`config.mk`:
```
export PLATFORM = sky130hd
export DESIGN_NAME = analog_pad_sequencer_flat
export DESIGN_NICKNAME = d
export VERILOG_FILES = /design/src/rtl/analog_pad_sequencer_pkg.sv /design/src/rtl/analog_pad_sequencer_if.sv /design/src/rtl/analog_pad_sequencer_wb_regs.sv /design/src/rtl/analog_pad_sequencer.sv /design/src/flat_wrapper.sv
export SDC_FILE = /design/constraint.sdc
export NUM_CORES = 1
export LEC_CHECK = 0
export BUFFER_PORTS_ARGS = -buffer_cell sky130_fd_sc_hd__buf_4
export CAP_MARGIN = 20
export CORE_MARGIN = 4
export CORE_UTILIZATION = 45
export DETAILED_ROUTE_END_ITERATION = 16
export PLACE_DENSITY = 0.76
export SKIP_LAST_GASP = 1
export SYNTH_ARGS = -nofsm -noshare
export SYNTH_HDL_FRONTEND = slang
export SYNTH_SLANG_ARGS = --single-unit
```
`constraint.sdc`:
```
create_clock -name wb_clk_i -period 1.81 [get_ports wb_clk_i]
set_clock_uncertainty 0.1 [all_clocks]
set_input_delay 0.4525 -clock wb_clk_i [delete_from_list [all_inputs] [get_ports wb_clk_i]]
set_output_delay 0.4525 -clock wb_clk_i [all_outputs]
set_load 0.005 [all_outputs]
```
`src/rtl/analog_pad_sequencer_pkg.sv`:
```
// Shared definitions for the analog pad sequencer: sequencer state encoding,
// register offsets within the 16-byte Wishbone window, and the byte-lane
// helper used by the register block.
package analog_pad_pkg;

    typedef enum logic [2:0] {
        ST_IDLE,
        ST_BREAK,
        ST_WAIT1,
        ST_MAKE,
        ST_WAIT2
    } state_t;

    // Register index taken from adr[3:2]
    localparam logic [1:0] REG_REQ    = 2'd0;
    localparam logic [1:0] REG_STATUS = 2'd1;
    localparam logic [1:0] REG_SETTLE = 2'd2;

    localparam int STATUS_BUSY_BIT = 31;

    // Expand the four byte selects into a 32-bit write mask
    function automatic logic [31:0] lane_mask(input logic [3:0] sel);
        return {{8{sel[3]}}, {8{sel[2]}}, {8{sel[1]}}, {8{sel[0]}}};
    endfunction

endpackage

```
`src/rtl/analog_pad_sequencer_if.sv`:
```
// Wishbone slave bus of the analog pad sequencer.
//   master : management core side (drives cyc/stb/we/sel/adr/dat_i)
//   slave  : sequencer register block (drives ack/dat_o)
interface analog_pad_sequencer_if;
    logic        wbs_cyc_i;
    logic        wbs_stb_i;
    logic        wbs_we_i;
    logic [3:0]  wbs_sel_i;
    logic [31:0] wbs_adr_i;
    logic [31:0] wbs_dat_i;
    logic        wbs_ack_o;
    logic [31:0] wbs_dat_o;

    modport master (
        output wbs_cyc_i, wbs_stb_i, wbs_we_i, wbs_sel_i, wbs_adr_i, wbs_dat_i,
        input  wbs_ack_o, wbs_dat_o
    );

    modport slave (
        input  wbs_cyc_i, wbs_stb_i, wbs_we_i, wbs_sel_i, wbs_adr_i, wbs_dat_i,
        output wbs_ack_o, wbs_dat_o
    );
endinterface

```
`src/rtl/analog_pad_sequencer_wb_regs.sv`:
```
// Wishbone register block of the analog pad sequencer.
// Holds REQ and SETTLE, returns STATUS (ACT + busy), single-cycle ack.
// Ports:
//   wb_clk_i, wb_rst_ni : clock, asynchronous active-low reset
//   bus                 : Wishbone slave modport
//   act, busy           : sequencer status for the STATUS register
//   req, settle         : programmed target mask and settle time
module analog_pad_wb_regs
    import analog_pad_pkg::*;
#(
    parameter int          NCH        = 6,
    parameter int          SETTLE_W   = 8,
    parameter int          SETTLE_DEF = 16,
    parameter logic [31:0] BASE_ADR   = 32'h3000_1000
) (
    input  logic                    wb_clk_i,
    input  logic                    wb_rst_ni,
    analog_pad_sequencer_if.slave   bus,
    input  logic [NCH-1:0]          act,
    input  logic                    busy,
    output logic [NCH-1:0]          req,
    output logic [SETTLE_W-1:0]     settle
);

    logic        hit;
    logic        accept;
    logic [1:0]  offset;
    logic [31:0] wmask;
    logic [31:0] rdata;
    logic        unused_bits;

    assign hit    = (bus.wbs_adr_i[31:4] == BASE_ADR[31:4]);
    // Not accepting while ack is high keeps each access to one ack pulse
    assign accept = bus.wbs_cyc_i & bus.wbs_stb_i & hit & ~bus.wbs_ack_o;
    assign offset = bus.wbs_adr_i[3:2];
    assign wmask  = lane_mask(bus.wbs_sel_i);
    assign unused_bits = ^{bus.wbs_adr_i[1:0], bus.wbs_dat_i, wmask};

    always_comb begin
        rdata = '0;
        case (offset)
            REG_REQ:    rdata[NCH-1:0] = req;
            REG_STATUS: begin
                rdata[NCH-1:0]         = act;
                rdata[STATUS_BUSY_BIT] = busy;
            end
            REG_SETTLE: rdata[SETTLE_W-1:0] = settle;
            default:    rdata = '0;
        endcase
    end

    always_ff @(posedge wb_clk_i or negedge wb_rst_ni) begin
        if (!wb_rst_ni) begin
            bus.wbs_ack_o <= 1'b0;
            bus.wbs_dat_o <= '0;
            req           <= '0;
            settle        <= SETTLE_W'(SETTLE_DEF);
        end else begin
            bus.wbs_ack_o <= accept;
            bus.wbs_dat_o <= (accept && !bus.wbs_we_i) ? rdata : '0;
            if (accept && bus.wbs_we_i) begin
                case (offset)
                    REG_REQ: req <= (req & ~wmask[NCH-1:0])
                                  | (bus.wbs_dat_i[NCH-1:0] & wmask[NCH-1:0]);
                    REG_SETTLE: settle <= (settle & ~wmask[SETTLE_W-1:0])
                                  | (bus.wbs_dat_i[SETTLE_W-1:0] & wmask[SETTLE_W-1:0]);
                    default: ;
                endcase
            end
        end
    end

endmodule

```
`src/rtl/analog_pad_sequencer.sv`:
```
// Analog pad sequencer: moves GPIO pads between digital and analog mode with
// break-before-make ordering. The digital driver of a pad (io_oeb=1) is
// tri-stated before its analog switch closes and stays tri-stated until after
// the switch has opened.
// Ports:
//   wb_clk_i, wb_rst_ni : clock, asynchronous active-low reset
//   wbs                 : Wishbone slave (REQ / STATUS / SETTLE registers)
//   dig_oeb_i           : oeb from user logic for pads in digital mode
//   io_oeb_o            : registered pad output-enable-bar
//   ana_en_o            : analog switch enables
//   irq_o               : one-cycle pulse when a sequence completes
module analog_pad_sequencer
    import analog_pad_pkg::*;
#(
    parameter int          NCH        = 6,
    parameter int          SETTLE_W   = 8,
    parameter int          SETTLE_DEF = 16,
    parameter logic [31:0] BASE_ADR   = 32'h3000_1000
) (
    input  logic                  wb_clk_i,
    input  logic                  wb_rst_ni,
    analog_pad_sequencer_if.slave wbs,
    input  logic [NCH-1:0]        dig_oeb_i,
    output logic [NCH-1:0]        io_oeb_o,
    output logic [NCH-1:0]        ana_en_o,
    output logic                  irq_o
);

    state_t              state, state_nxt;
    logic [NCH-1:0]      req, act, act_nxt, tgt, tgt_nxt;
    logic [NCH-1:0]      on_m, on_nxt, off_m, off_nxt;
    logic [NCH-1:0]      ana_nxt, oeb_nxt, force_oeb;
    logic [SETTLE_W-1:0] settle, settle_eff, cnt, cnt_nxt;
    logic                irq_nxt;
    logic                busy;

    assign busy = (state != ST_IDLE);
    // A zero settle time still waits one cycle
    assign settle_eff = (settle == '0) ? SETTLE_W'(1) : settle;

    analog_pad_wb_regs #(
        .NCH        (NCH),
        .SETTLE_W   (SETTLE_W),
        .SETTLE_DEF (SETTLE_DEF),
        .BASE_ADR   (BASE_ADR)
    ) u_regs (
        .wb_clk_i  (wb_clk_i),
        .wb_rst_ni (wb_rst_ni),
        .bus       (wbs),
        .act       (act),
        .busy      (busy),
        .req       (req),
        .settle    (settle)
    );

    always_comb begin
        state_nxt = state;
        act_nxt   = act;
        tgt_nxt   = tgt;
        on_nxt    = on_m;
        off_nxt   = off_m;
        cnt_nxt   = cnt;
        ana_nxt   = ana_en_o;
        irq_nxt   = 1'b0;
        case (state)
            ST_IDLE: begin
                if (req != act) begin
                    tgt_nxt   = req;
                    on_nxt    = req & ~act;
                    off_nxt   = act & ~req;
                    state_nxt = ST_BREAK;
                end
            end
            ST_BREAK: begin
                ana_nxt   = ana_en_o & ~off_m;
                cnt_nxt   = settle_eff;
                state_nxt = ST_WAIT1;
            end
            ST_WAIT1: begin
                cnt_nxt = cnt - SETTLE_W'(1);
                if (cnt == SETTLE_W'(1)) state_nxt = ST_MAKE;
            end
            ST_MAKE: begin
                ana_nxt   = ana_en_o | on_m;
                cnt_nxt   = settle_eff;
                state_nxt = ST_WAIT2;
            end
            ST_WAIT2: begin
                cnt_nxt = cnt - SETTLE_W'(1);
                if (cnt == SETTLE_W'(1)) begin
                    act_nxt   = tgt;
                    irq_nxt   = 1'b1;
                    state_nxt = ST_IDLE;
                end
            end
            default: state_nxt = ST_IDLE;
        endcase

        // Analog pads stay tri-stated; every pad touched by a running
        // sequence is held tri-stated until the sequence returns to idle.
        force_oeb = act | (busy ? (on_m | off_m) : '0);
        oeb_nxt   = force_oeb | dig_oeb_i;
    end

    always_ff @(posedge wb_clk_i or negedge wb_rst_ni) begin
        if (!wb_rst_ni) begin
            state    <= ST_IDLE;
            act      <= '0;
            tgt      <= '0;
            on_m     <= '0;
            off_m    <= '0;
            cnt      <= '0;
            ana_en_o <= '0;
            io_oeb_o <= '1;
            irq_o    <= 1'b0;
        end else begin
            state    <= state_nxt;
            act      <= act_nxt;
            tgt      <= tgt_nxt;
            on_m     <= on_nxt;
            off_m    <= off_nxt;
            cnt      <= cnt_nxt;
            ana_en_o <= ana_nxt;
            io_oeb_o <= oeb_nxt;
            irq_o    <= irq_nxt;
        end
    end

endmodule

```
`src/flat_wrapper.sv`:
```
// flat-port wrapper written by rule: the top's interface ports become plain ports
module analog_pad_sequencer_flat import analog_pad_pkg::*;
#(
    parameter int          NCH        = 6,
    parameter int          SETTLE_W   = 8,
    parameter int          SETTLE_DEF = 16,
    parameter logic [31:0] BASE_ADR   = 32'h3000_1000
)
  (wb_clk_i, wb_rst_ni, dig_oeb_i, io_oeb_o, ana_en_o, irq_o, wbs_wbs_cyc_i, wbs_wbs_stb_i, wbs_wbs_we_i, wbs_wbs_sel_i, wbs_wbs_adr_i, wbs_wbs_dat_i, wbs_wbs_ack_o, wbs_wbs_dat_o);
  analog_pad_sequencer_if wbs_i ();
  input  logic wb_clk_i;
  input  logic wb_rst_ni;
  input  logic [NCH-1:0] dig_oeb_i;
  output logic [NCH-1:0] io_oeb_o;
  output logic [NCH-1:0] ana_en_o;
  output logic irq_o;
  input wire logic [$bits(wbs_i.wbs_cyc_i)-1:0] wbs_wbs_cyc_i;
  input wire logic [$bits(wbs_i.wbs_stb_i)-1:0] wbs_wbs_stb_i;
  input wire logic [$bits(wbs_i.wbs_we_i)-1:0] wbs_wbs_we_i;
  input wire logic [$bits(wbs_i.wbs_sel_i)-1:0] wbs_wbs_sel_i;
  input wire logic [$bits(wbs_i.wbs_adr_i)-1:0] wbs_wbs_adr_i;
  input wire logic [$bits(wbs_i.wbs_dat_i)-1:0] wbs_wbs_dat_i;
  output wire logic [$bits(wbs_i.wbs_ack_o)-1:0] wbs_wbs_ack_o;
  output wire logic [$bits(wbs_i.wbs_dat_o)-1:0] wbs_wbs_dat_o;
  assign wbs_i.wbs_cyc_i = wbs_wbs_cyc_i;
  assign wbs_i.wbs_stb_i = wbs_wbs_stb_i;
  assign wbs_i.wbs_we_i = wbs_wbs_we_i;
  assign wbs_i.wbs_sel_i = wbs_wbs_sel_i;
  assign wbs_i.wbs_adr_i = wbs_wbs_adr_i;
  assign wbs_i.wbs_dat_i = wbs_wbs_dat_i;
  assign wbs_wbs_ack_o = wbs_i.wbs_ack_o;
  assign wbs_wbs_dat_o = wbs_i.wbs_dat_o;
  analog_pad_sequencer #(.NCH(NCH), .SETTLE_W(SETTLE_W), .SETTLE_DEF(SETTLE_DEF), .BASE_ADR(BASE_ADR)) u_core (.wb_clk_i(wb_clk_i), .wb_rst_ni(wb_rst_ni), .wbs(wbs_i), .dig_oeb_i(dig_oeb_i), .io_oeb_o(io_oeb_o), .ana_en_o(ana_en_o), .irq_o(irq_o));
endmodule
```
==> results of run 1 <==
-- stage by stage --
step | worst slack, ns | std cells
4_1_cts | -0.0216 | 549
3_3_place_gp | -0.385 | 529
3_5_place_dp | -0.429 | 529
2_1_floorplan | -0.248 | 346
5_1_grt | -0.0726 | 552
6_report | -0.00240 | 552
-- area by class of cell --
cell class / count / share of cell area, %
Sequential cell: 72 / 36.6
Multi-Input combinational cell: 224 / 36.5
Timing Repair Buffer: 119 / 18.5
Clock buffer: 11 / 3.06
Tap cell: 102 / 2.58
Inverter: 19 / 1.44
Clock inverter: 5 / 1.29
-- where the power goes --
group | internal, W | switching, W
registers | 0.00170 | 0.0000751
logic | 0.000581 | 0.000596
clock network | 0.000721 | 0.000627
total | 0.00301 | 0.00130
-- critical path, cell delays in order --
cell,delay (ns)
sky130_fd_sc_hd__buf_4,0.12
sky130_fd_sc_hd__nor4bb_2,0.41
sky130_fd_sc_hd__nand4_4,0.19
sky130_fd_sc_hd__nor4_4,0.24
sky130_fd_sc_hd__buf_6,0.19
sky130_fd_sc_hd__mux2_2,0.34
-- worst paths after layout --
kind,from,end,slack [ns],cells after the start
worst max-delay path,wbs_wbs_adr_i[5],flop,-0.002,6
worst min-delay path,dig_oeb_i[2],u_core.io_oeb_o[2],0.20,3
worst max register to register,flop,u_core.off_m[0],0.02,5
worst min register to register,u_core.cnt[7],u_core.cnt[7],0.40,1
max in group asynchronous,wb_rst_ni,u_core.io_oeb_o[5],0.56,3
min in group asynchronous,wb_rst_ni,u_core.u_regs.bus.wbs_dat_o[31],0.46,2
-- cells by family after synthesis --
family,count (synthesis),synth area share [%]
adders and majority gates,14,4.87
and+or+nand+nor,93,14.5
xor gates and xnor gates,2,0.488
DFF,72,50.4
muxes,45,13.9
buffers and inverters,52,8.01
other,1,0.104
AOI/OAI and AO/OA,45,7.83
-- per-layer routing --
layer	GRT usage, %	up-vias	wire (um)
li1	-	1324	-
met1	22.1	1421	3540
met2	32.1	104	4410
met3	4.74	12	584
met4	6.92	0	173
met5	0	-	0
-- layout by cell type (no fill, tap or decap), drive strengths merged, types with 3 or more instances in the layout --
master / count
dfstp: 7
clkbuf: 11
nor2: 30
buf: 118
nand2: 20
and3: 3
nand4: 3
a21oi: 14
conb: 23
a211oi: 4
nor4: 8
nor2b: 4
inv: 20
dfrtp: 65
a311oi: 3
and2: 6
o21ai: 14
nor3: 6
ha: 14
mux2: 38
mux2i: 7
-- timing repair --
item | CTS | global route
resized for setup | 9 | 19
setup endpoints to repair | 39 | 36
hold buffers | 1 | 0
buffers inserted | 1 | 3
hold endpoints to repair | 22 | 0
pin swaps | 1 | 6
cloned | 2 | 0
==> reports/summary.md, run 1 <==
### Worst setup path
- crit-path max FO: 8
- Setup CP Type: primary input to flop
- CP Data Required Time: 1.94 ns
- critical path endpoint category: flop
- Arr. time, crit path: 1.94 ns
- category of the worst setup path launch point: primary input

### Clocking
- CTS H-tree lvls: 3
- count of clock tree sinks: 72
- clk root buf: sky130_fd_sc_hd__clkbuf_8
- clock insertion delay at the later pin of the skew report: 0.35 ns
- clock buffers created by TritonCTS: 9
- maximum count of clock buffers along a single path: 2
- clock tree from TritonCTS: built
- Clk pin slew, worst setup/hold paths: 0.08 ns

### Final layout
- Inserted Diodes: 0
- Filler cells: 590
- final core area utilization: 64.1%
- final net count: 538
- multi-input gate area in the final layout: 1810 um2
- Reg area: 1810 um2
- area of all placed cells without fillers: 4950 um2
- share of post-route cells with drive strength above 1: 44.9%
- Area growth, synth to finish: 37.8%

### Placed design
- final RePlAce weighted congestion: 0.805
- total half-perimeter wirelength after legalization and detailed placement: 6290 um
- Port Buffers: 72
- dpl cell area: 4520 um2

### Pwr
- overall power of the completed layout: 0.00431 W
- Peak supply drop: 0.428 mV
- power density cells: 870 nW/um2
- Static Leakage: 2.44 nW

### Synthesis
- top-area cell type share of the netlist area: 45.3%
- ys async rst share: 100%
- top post-synthesis cells by count: sky130_fd_sc_hd__dfrtp_1, sky130_fd_sc_hd__mux2_2, sky130_fd_sc_hd__nor2_1
- YS warnings: 0
- distinct cell type count after synthesis: 48
- number of flops mapped to enable cells by yosys: 0
- dominant cell type by area after synthesis: sky130_fd_sc_hd__dfrtp_1
- cell types with the largest area share after synthesis: sky130_fd_sc_hd__dfrtp_1, sky130_fd_sc_hd__mux2_2, sky130_fd_sc_hd__dfstp_2
- total of flip-flops plus latches after synthesis: 72
- cell count after synthesis: 324
- sequential fraction of the synthesis area: 50.4%
- dominant cell by count in the synthesized netlist: sky130_fd_sc_hd__dfrtp_1
- predominant post-synthesis flop cell: sky130_fd_sc_hd__dfrtp_1
- Mapped Area: 3590 um2
- Mapped Avg Cell Area: 11.1 um2

### STA
- Final Setup Violations: 1
- RSZ-0062 raised after global routing: true
- number of hold violations in the final report: 0
- maximum clock frequency: 552 MHz
- hold slack final: 0.202 ns
- final total negative setup slack: -0.00240 ns
- final period utilization: 100%
- min Tclk post-route: 1.81 ns
- final number of max-transition violations: 0
- final setup margin: -0.00240 ns

### Floorplanning
- horizontal die dimension: 97.4 um
- DIE HEIGHT: 97.4 um
- Starting Density: 46.5%
- floorplan core area: 7730 um2
- full die area: 9480 um2
- Top-Level Pins: 125
- number of rows in the core area: 32

### Run status
- run status: complete, but fails checks
- violated checks: setup timing

### Route
- final routed DRC violation total: 0
- wirelength, routed: 8710 um
- router iterations before antenna repair: 4
- routed vias: 2861
- Routed Antenna Nets: 0
- detailed router's first-iteration violation count: 141
- post-DR vias/cell: 5.18
- wire per inst: 15.8 um

### GRT
- via count of the first global-routing pass: 3059
- initial antenna violation count: 0
- Congestion Overflow GR: 0
- wire length of the first global-routing pass: 14200 um
- Global Route Usage Sum: 18.5%
- maximum number of pins on one net before global-route repair: 31

### Job
- count of maximum capacitance violations: 0

### Min path
- type of the tightest min-delay check: primary input to flop

Power figures use the tool's default switching activity.
==> run 2, diff against run 1 <==
- CORE_ASPECT_RATIO: default -> 0.5
==> run 2 against run 1 <==
Effect of this change:
- the run still ends with setup timing left
- clock power increased by 19%
- final cell count rose by 0.91%
- setup slack got worse by 0.085 ns
- via count is 0.14% lower
- sequential share of layout area down 1.0 points
- design area up 2.9%
- global-route usage is 0.39 points lower
- register-to-register slack lost 0.06 ns
- core utilization rose by 3.5 points
- critical path depth did not move
- die area up 0.92%
- combinational power about the same
- highest routed layer unchanged
==> reports/summary.md, run 2 (synthesis results as in run 1) <==
### Run status
- run status: complete, but fails checks, unchanged
- violated checks: setup timing, unchanged

### Clocking
- count of clock tree sinks: 72, unchanged
- clock insertion delay at the later pin of the skew report: 0.33 ns, was 0.35 ns
- maximum count of clock buffers along a single path: 2, unchanged
- Clk pin slew, worst setup/hold paths: 0.05 ns, was 0.08 ns
- clock buffers created by TritonCTS: 9, unchanged
- CTS H-tree lvls: 3, unchanged
- clock tree from TritonCTS: built, unchanged
- clk root buf: sky130_fd_sc_hd__clkbuf_16, was sky130_fd_sc_hd__clkbuf_8

### STA
- final number of max-transition violations: 0, unchanged
- number of hold violations in the final report: 0, unchanged
- Final Setup Violations: 32, was 1
- final setup margin: -0.0873 ns, was -0.00240 ns
- hold slack final: 0.219 ns, was 0.202 ns
- min Tclk post-route: 1.90 ns, was 1.81 ns
- RSZ-0062 raised after global routing: true, unchanged
- maximum clock frequency: 527 MHz, was 552 MHz
- final period utilization: 105%, was 100%

### GRT
- maximum number of pins on one net before global-route repair: 29, was 31
- initial antenna violation count: 0, unchanged
- Global Route Usage Sum: 18.1%, was 18.5%
- wire length of the first global-routing pass: 13600 um, was 14200 um
- Congestion Overflow GR: 0, unchanged
- via count of the first global-routing pass: 2847, was 3059

### Floorplanning
- horizontal die dimension: 134 um, was 97.4 um
- number of rows in the core area: 22, was 32
- Starting Density: 47.6%, was 46.5%
- Top-Level Pins: 125, unchanged
- floorplan core area: 7540 um2, was 7730 um2
- DIE HEIGHT: 71.2 um, was 97.4 um
- full die area: 9570 um2, was 9480 um2

### Placed design
- total half-perimeter wirelength after legalization and detailed placement: 5970 um, was 6290 um
- final RePlAce weighted congestion: 0.810, was 0.805
- Port Buffers: 72, unchanged
- number of placed instances with taps included: 530, was 529

### Final layout
- Reg area: 1810 um2, about the same
- multi-input gate area in the final layout: 1900 um2, was 1810 um2
- Filler cells: 535, was 590
- final net count: 537, was 538
- final cell count without fillers: 557, was 552
- Area growth, synth to finish: 41.7%, was 37.8%
- final core area utilization: 67.5%, was 64.1%
- top library cells by usage in the layout, fill and taps aside: sky130_fd_sc_hd__buf_4, sky130_fd_sc_hd__dfrtp_1, sky130_fd_sc_hd__nor2_1, sky130_fd_sc_hd__conb_1, sky130_fd_sc_hd__mux2_4, was sky130_fd_sc_hd__buf_4, sky130_fd_sc_hd__dfrtp_1, sky130_fd_sc_hd__nor2_1, sky130_fd_sc_hd__mux2_2, sky130_fd_sc_hd__conb_1
- share of post-route cells with drive strength above 1: 44.8%, was 44.9%
- Inserted Diodes: 0, unchanged
- leading cell type in the layout, fill and taps excluded: sky130_fd_sc_hd__buf_4, unchanged

### Pwr
- power density cells: 891 nW/um2, was 870 nW/um2
- switching fraction of total power: 28.8%, was 30.2%
- Peak supply drop: 0.425 mV, was 0.428 mV
- clock network fraction of total power: 35.2%, was 31.3%
- Static Leakage: 2.51 nW, was 2.44 nW
- Comb pwr share: 25.7%, was 27.3%
- power share of the sequential group: 39.1%, was 41.3%
- Int Pwr: 0.00323 W, was 0.00301 W
- switching power summed over all nets: 0.00131 W, was 0.00130 W

### Min path
- type of the tightest min-delay check: primary input to flop, unchanged
- hold path startpoint: dig_oeb_i[4], was dig_oeb_i[2]

### Worst setup path
- Arr. time, crit path: 2.01 ns, was 1.94 ns
- critical path endpoint category: flop, unchanged
- startpoint of the worst-slack reg-to-reg timing path: u_core.u_regs.bus.wbs_ack_o
- crit-path max FO: 8, unchanged
- Setup CP Type: primary input to flop, unchanged
- cell with the biggest individual delay on the critical path: sky130_fd_sc_hd__nor4bb_2, unchanged
- category of the worst setup path launch point: primary input, unchanged
- CP Data Required Time: 1.92 ns, was 1.94 ns
- worst stage delay on the critical path: 0.41 ns, about the same
- list of cells traversed by the critical path: buf_4, nor4bb_2, nand4_4, nor4_4, buf_6, mux2_2, unchanged
- start point of the critical path: wbs_wbs_adr_i[5], unchanged

### Job
- count of maximum capacitance violations: 0, unchanged

### Route
- routed vias: 2857, was 2861
- Routed Antenna Nets: 0, unchanged
- wirelength, routed: 9580 um, was 8710 um
- post-DR vias/cell: 5.13, was 5.18
- final routed DRC violation total: 0, unchanged
- router iterations before antenna repair: 4, unchanged
- detailed router's first-iteration violation count: 198, was 141
- wire per inst: 17.2 um, was 15.8 um

run 2: area by class of cell:
type                       instances  area share [%]
timing repair buffer             117            17.8
inverter                          19            1.40
tap                              108            2.65
clock inverter                     4           0.393
sequential                        72            35.5
multi-input combinational        225            37.3
clock buffer                      12            4.84
run 2: what timing repair did:
action,in CTS,in global routing
cloned,2,2
pin swaps,6,8
buffers inserted,2,4
endpoints found under the setup margin,33,43
endpoints found under the hold margin,20,0
hold buffers,1,0
resized for setup,11,31
run 2: metrics by stage:
stage | worst slack (ns) | setup TNS (ns) | total power, W | area, um2
after floorplan | -0.248 | -3.18 | 0.00241 | 3760
after global placement | -0.381 | -6.56 | 0.00282 | 4510
after detailed placement | -0.411 | -7.25 | 0.00284 | 4510
after CTS | -0.00195 | -0.00362 | 0.00448 | 4880
after global routing | -0.172 | -3.09 | 0.00477 | 5090
final | -0.0873 | -0.986 | 0.00454 | 5090
run 2: power by group through the flow:
stage | clock network (W) | registers [W] | logic, W
finish | 0.00160 | 0.00178 | 0.00117
global route | 0.00169 | 0.00179 | 0.00129
CTS | 0.00162 | 0.00177 | 0.00109
detailed placement | 0 | 0.00180 | 0.00104
global placement | 0 | 0.00180 | 0.00102
floorplan | 0 | 0.00180 | 0.000608
run 2: critical path, delay by kind of cell:
| family | cells | cell delay (ns) |
|---|---|---|
| AND/OR/NAND/NOR | 3 | 0.90 |
| buffers and inverters | 2 | 0.30 |
| multiplexers | 1 | 0.35 |
run 2: worst paths after layout:
check	end	slack [ns]	depth (start not counted)
setup / recovery	flop	-0.09	6
max in group asynchronous	u_core.io_oeb_o[0]	0.57	3
hold reg to reg	u_core.cnt[7]	0.40	1
setup reg to reg	flop	-0.04	5
hold / removal	u_core.io_oeb_o[4]	0.22	3
min in group asynchronous	u_core.ana_en_o[2]	0.50	2
run 2: metal layers:
layer  track usage [%]  part of all wire [%]
met5                 0                     0
met4              5.42                  0.74
met3              5.54                   6.1
met2              30.0                    51
met1              23.2                    42
